File: config.mk
export PLATFORM = sky130hd
export DESIGN_NAME = cv32e40p_fetch_filler
export DESIGN_NICKNAME = d
export VERILOG_FILES = /design/src/rtl/cv32e40p_pkg.sv /design/src/rtl/cv32e40p_fetch_filler.sv
export SDC_FILE = /design/constraint.sdc
export NUM_CORES = 1
export LEC_CHECK = 0
export ABC_AREA = 1
export CAP_MARGIN = 20
export CELL_PAD_IN_SITES_DETAIL_PLACEMENT = 1
export CELL_PAD_IN_SITES_GLOBAL_PLACEMENT = 1
export CORE_MARGIN = 1
export CORE_UTILIZATION = 34
export CTS_BUF_LIST = sky130_fd_sc_hd__clkbuf_4
export DETAILED_ROUTE_END_ITERATION = 10
export PLACE_DENSITY_LB_ADDON = 0.1
export REMOVE_ABC_BUFFERS = 1
export SLEW_MARGIN = 20
export SYNTH_ARGS = -nofsm -noshare
export SYNTH_HDL_FRONTEND = slang
export SYNTH_SLANG_ARGS = --single-unit
File: constraint.sdc
create_clock -name clk_i -period 11.48 [get_ports clk_i]
set_input_delay 2.296 -clock clk_i [delete_from_list [all_inputs] [get_ports clk_i]]
set_output_delay 2.296 -clock clk_i [all_outputs]
set_load 0.005 [all_outputs]
File: src/rtl/cv32e40p_pkg.sv
// Shared types for the cv32e40p prefetch path.
// Fetch FSM states and word-address helpers.
package cv32e40p_pkg;

    typedef enum logic {
        IDLE = 1'b0,
        HOLD = 1'b1
    } fetch_state_e;

    localparam logic [31:0] INSTR_STEP = 32'd4;

    function automatic logic [31:0] word_addr(input logic [29:0] w);
        return {w, 2'b00};
    endfunction

endpackage

File: src/rtl/cv32e40p_fetch_filler.sv
// Prefetch FIFO filler: issues sequential OBI fetches against FIFO credit,
// pushes responses, and flushes/discards stale work on a branch.
module cv32e40p_fetch_filler
    import cv32e40p_pkg::*;
#(
    parameter int unsigned DEPTH   = 2,
    parameter int unsigned MAX_OUT = 2,
    parameter int unsigned CNT_W   = $clog2(DEPTH) + 1
) (
    input  logic             clk_i,
    input  logic             rst_i,
    input  logic [31:0]      boot_addr_i,
    input  logic             req_i,
    input  logic             branch_i,
    input  logic [31:0]      branch_addr_i,
    input  logic [CNT_W-1:0] fifo_cnt_i,
    output logic             fifo_push_o,
    output logic [31:0]      fifo_wdata_o,
    output logic             fifo_flush_o,
    output logic             instr_req_o,
    input  logic             instr_gnt_i,
    output logic [31:0]      instr_addr_o,
    input  logic             instr_rvalid_i,
    input  logic [31:0]      instr_rdata_i,
    output logic             busy_o
);

    localparam int unsigned OUT_W = $clog2(MAX_OUT + 1);
    localparam int unsigned SUM_W =
        ((OUT_W > CNT_W) ? OUT_W : CNT_W) + 1;

    fetch_state_e     state_q, state_d;
    logic [31:0]      fetch_addr_q, fetch_addr_d;
    logic [31:0]      hold_addr_q, hold_addr_d;
    logic [OUT_W-1:0] out_q, out_d;
    logic [OUT_W-1:0] discard_q, discard_d;
    logic             stale_q, stale_d;

    logic             can_issue;
    logic             gnt;
    logic             drop;
    logic [SUM_W-1:0] used;

    logic unused_addr_lsbs;
    assign unused_addr_lsbs = ^{boot_addr_i[1:0], branch_addr_i[1:0]};

    // Credit check and bus-side request/address selection.
    always_comb begin
        used = SUM_W'(out_q - discard_q) + SUM_W'(fifo_cnt_i);
        can_issue = req_i & ~branch_i
                  & (out_q < OUT_W'(MAX_OUT))
                  & (used < SUM_W'(DEPTH));
        instr_req_o  = can_issue;
        instr_addr_o = fetch_addr_q;
        if (state_q == HOLD) begin
            instr_req_o  = 1'b1;
            instr_addr_o = hold_addr_q;
        end
        gnt  = instr_req_o & instr_gnt_i;
        drop = instr_rvalid_i & (discard_q != '0);
    end

    assign fifo_push_o  = instr_rvalid_i & (discard_q == '0) & ~branch_i;
    assign fifo_wdata_o = instr_rdata_i;
    assign fifo_flush_o = branch_i;
    assign busy_o       = (out_q != '0) | (state_q == HOLD);

    // Next-state: FSM, fetch address, outstanding and discard tracking.
    always_comb begin
        state_d      = state_q;
        fetch_addr_d = fetch_addr_q;
        hold_addr_d  = hold_addr_q;
        stale_d      = stale_q;
        out_d        = out_q + OUT_W'(gnt) - OUT_W'(instr_rvalid_i);
        discard_d    = discard_q - OUT_W'(drop)
                     + OUT_W'(gnt & stale_q);

        unique case (state_q)
            IDLE: begin
                if (instr_req_o && !instr_gnt_i) begin
                    state_d     = HOLD;
                    hold_addr_d = fetch_addr_q;
                end
            end
            HOLD: begin
                if (instr_gnt_i) state_d = IDLE;
            end
            default: state_d = IDLE;
        endcase

        if (gnt && !stale_q) fetch_addr_d = fetch_addr_q + INSTR_STEP;
        if (gnt) stale_d = 1'b0;

        // A branch counts everything still in flight after this cycle;
        // a held, ungranted request is accounted when its grant arrives.
        if (branch_i) begin
            fetch_addr_d = word_addr(branch_addr_i[31:2]);
            discard_d    = out_d;
            stale_d      = (state_q == HOLD) & ~instr_gnt_i;
        end
    end

    // State register with synchronous reset.
    always_ff @(posedge clk_i) begin
        if (rst_i) begin
            state_q      <= IDLE;
            fetch_addr_q <= word_addr(boot_addr_i[31:2]);
            hold_addr_q  <= '0;
            out_q        <= '0;
            discard_q    <= '0;
            stale_q      <= 1'b0;
        end else begin
            state_q      <= state_d;
            fetch_addr_q <= fetch_addr_d;
            hold_addr_q  <= hold_addr_d;
            out_q        <= out_d;
            discard_q    <= discard_d;
            stale_q      <= stale_d;
        end
    end

`ifndef SYNTHESIS
    // A response with nothing outstanding breaks the OBI protocol.
    always_ff @(posedge clk_i) begin
        if (!rst_i) begin
            assert (!(instr_rvalid_i && out_q == '0))
            else $error("rvalid with no outstanding transaction");
        end
    end
`endif

endmodule

==> results by group <==
Run status
  • Status: complete, no violations

Worst setup path
  • Crit path max-delay family: adder cells
  • Crit path buf inv count: 4
  • Register-to-Register Path Depth: 10
  • Crit-path max cell delay: 0.67 ns
  • Cell Chain, Critical Path: clkdlybuf4s50_1 -> fa_1 -> inv_1 -> fa_1 -> nand4_2 -> nor2_4 -> nor2_1 -> inv_1 -> clkdlybuf4s50_1
  • CP arrival: 5.49 ns
  • Critical Path RT: 9.18 ns
  • Slowest cell on the critical path: nor2_4
  • Crit-path max FO: 32
  • Setup crit start kind: input pin
  • FF-to-FF End: hold_addr_q[20]
  • WS Path Type: input pin to primary output
  • FF-to-FF setup slack: 7.45 ns
  • CP Capture Type: primary output
  • Worst flop-to-flop path startpoint: discard_q[1]

Global routing
  • Vias in the first global route: 4,752
  • M2 GR Usage: 37.8%
  • Overflow after GRT: 0
  • GR peak layer: met2
  • Initial antenna violation count: 0
  • Met3 GRT Util: 10.4%
  • Total track usage: 23.6%
  • First-pass GRT wire length: 25,300 microns
  • Met1 GRT Util: 28.5%
  • Largest net degree at the start of global routing: 65

CTS
  • Resized cells post-CTS: 0
  • Post-CTS setup buffer count: 0
  • Hold Buf Count CTS: 0
  • Number of buffers created by CTS: 9
  • Clock Sinks: 66
  • H-Tree Depth: 3
  • Worst skew pair latency: 0.46 ns
  • Reg clk slew, reported paths: 0.11 ns
  • CTS Root Cell: clkbuf_4
  • Max clock buf depth: 2
  • CTS tree: done

Timing
  • TNS Setup: 0 ns
  • Clock skew: 0.0172 ns
  • Max-slew headroom: 43.2%
  • Period Utilization, post-route: 67.9%
  • Highest Clock Rate: 128 MHz
  • RSZ-0062 raised after global routing: false
  • # setup viols final: 0
  • Fin crit period: 7.79 ns
  • Actual transition at the worst max-transition pin: 0.850 ns
  • Final hold violation count: 0
  • Max Transition Viols Final: 0

Floorplanning
  • Top Ports: 172
  • Die Wd: 118 microns
  • Core Rows: 41
  • Starting Density: 35.5%
  • Die Height: 118 microns
  • Area of the core: 12,900 sq um
  • Die ar.: 13,900 sq um

Final layout
  • N_diodes: 0
  • Layout area overhead: 21.7%
  • Final nets: 842
  • Fraction of layout cells with a size suffix above 1: 5.17%
  • Filler cells: 1,668

Power and ir drop
  • Comb power frac: 33.0%
  • PwrDens: 130 nW/um^2
  • Cell-internal power: 0.470 mW
  • Maximum vdd drop: 0.0000684 V
  • Pleak: 2.17 nW
  • Clock network power share: 24.7%
  • Sequential group share of total power: 42.3%
  • Sw Share: 35.1%
  • Total power: 0.724 mW
  • Sw power: 0.254 mW

Yosys
  • Post-synth top area share: 19.7%
  • Top post-synthesis cells by area: edfxtp_1 20%, nand2_1 16%, dfxtp_1 16%
  • Top FF cell, synth: dfxtp_1
  • Sequential area share after synthesis: 35.5%
  • Yosys cell types: 33
  • Synthesized flop and latch total: 66
  • Synth top cells by count: 197 x nand2_1, 83 x nor2_1, 66 x a21oi_1
  • YS warnings: 0
  • Post-synthesis area per instance: 6.71 sq um
  • Cell taking the most area after synthesis: edfxtp_1
  • Mapped Area: 4570 sq um
  • Syn Inst Count: 681
  • Post-synth EDFFs: 30
  • Count leader, synth: nand2_1
  • FFs w/ async S/R, synth: 0%

Placed design
  • Post-DP HPWL: 11,100 microns
  • GPL Wtd Cong: 0.818
  • Buffers on Ports: 101

Drt
  • Avg WL per Cell: 17.6 microns
  • Detailed-route via count: 4,708
  • Post-Route WL: 16,000 microns
  • Post-route ant nets: 0
  • Drt via density: 5.19
  • DR iter-0 viols: 246
  • First-pass DRT Iterations: 4
  • DRC viols: 0

Min path
  • Number of cells on the worst hold path: 2
  • Min-Delay Endpoint: hold_addr_q[14]
  • Hold crit path type: register to register
  • HP Start: hold_addr_q[14]

Run
  • Max cap viols: 0
-- cell families (layout without fill, tap and decap cells) --
group           count (synthesis)  in the layout  share of synthesized area (%)
buf+inv                       124            177                           14.1
flops                          66             66                           35.5
simple gates                  369            369                           34.8
compound gates                106            106                           11.7
other cells                     1              2                         0.0820
fa+ha+maj                       8              8                           2.52
xor+xnor                        7              7                           1.34
-- tightest hold or removal path, delay by kind of cell, from the launching register on --
kind	cells	cell delay (ns)
AOI/OAI and AO/OA	1	0.05
and+or+nand+nor	1	0.06
DFF	1	0.33
-- power groups by stage --
stage	sequential (mW)	clock, mW	combinational [mW]
finish	0.306	0.179	0.239
global route	0.310	0.196	0.266
CTS	0.306	0.185	0.241
detailed placement	0.311	0	0.240
global placement	0.310	0	0.232
floorplan	0.304	0	0.125
-- layer usage --
metal | up-vias | share of wire (%) | routed length (microns)
met4 | 0 | 1.4 | 225
met3 | 18 | 8.6 | 1370
met5 | - | 0 | 0
met1 | 2242 | 45 | 7140
met2 | 156 | 45 | 7250
li1 | 2292 | - | -
-- cell type report --
cell class              count  area [sq um]  area share, %
clock buffers               9          67.6           1.21
multi-input cells         492          2310           41.6
well taps                 172           215           3.87
repair buffers            107          1050           18.9
clock inverters             7          83.8           1.51
flip-flops and latches     66          1620           29.2
inverters                  54           210           3.78
-- cell usage in the layout (no fill, tap or decap), types with 4 or more instances in the layout --
cell             instances
clkdlybuf4s50_1        100
o21ai_0                 38
nand4_1                 31
nand3_1                 42
nand2_1                197
nor2_1                  83
buf_4                    6
inv_1                   51
clkinv_2                 4
xor2_1                   4
nor2_4                   5
edfxtp_1                30
clkbuf_4                 9
dfxtp_1                 35
ha_1                     6
a21oi_1                 66
-- how the worst max path moves through the flow --
| stage | start | endpoint | slack (ns) | cells after the start |
|---|---|---|---|---|
| 3_3_place_gp | fifo_cnt_i[1] | instr_req_o | 3.75 | 9 |
| 6_report | fifo_cnt_i[1] | instr_req_o | 3.69 | 9 |
| 4_1_cts | fifo_cnt_i[1] | instr_req_o | 3.68 | 9 |
| 5_1_grt | fifo_cnt_i[1] | instr_req_o | 3.53 | 9 |
| 3_5_place_dp | fifo_cnt_i[1] | instr_req_o | 3.70 | 9 |
| 2_1_floorplan | fifo_cnt_i[1] | instr_req_o | 5.04 | 7 |
-- state kept, by name, indices dropped and copies added, names as in the netlist --
| register | cells |
|---|---|
| discard_q | 2 |
| fetch_addr_q | 30 |
| hold_addr_q | 30 |
| out_q | 2 |
| stale_q | 1 |
| state_q | 1 |
-- per-stage QoR --
stage | utilization [%] | area, sq um | instances | setup slack [ns] | hold slack [ns]
after CTS | 43.2 | 5560 | 907 | 3.68 | 0.470
after global placement | 42.0 | 5410 | 891 | 3.75 | 0.448
after floorplan | - | 4140 | 612 | 5.04 | 0.435
final | 43.2 | 5560 | 907 | 3.69 | 0.469
after global routing | 43.2 | 5560 | 907 | 3.53 | 0.491
after detailed placement | 42.0 | 5410 | 891 | 3.70 | 0.453
(Power assumes the default switching activity.)
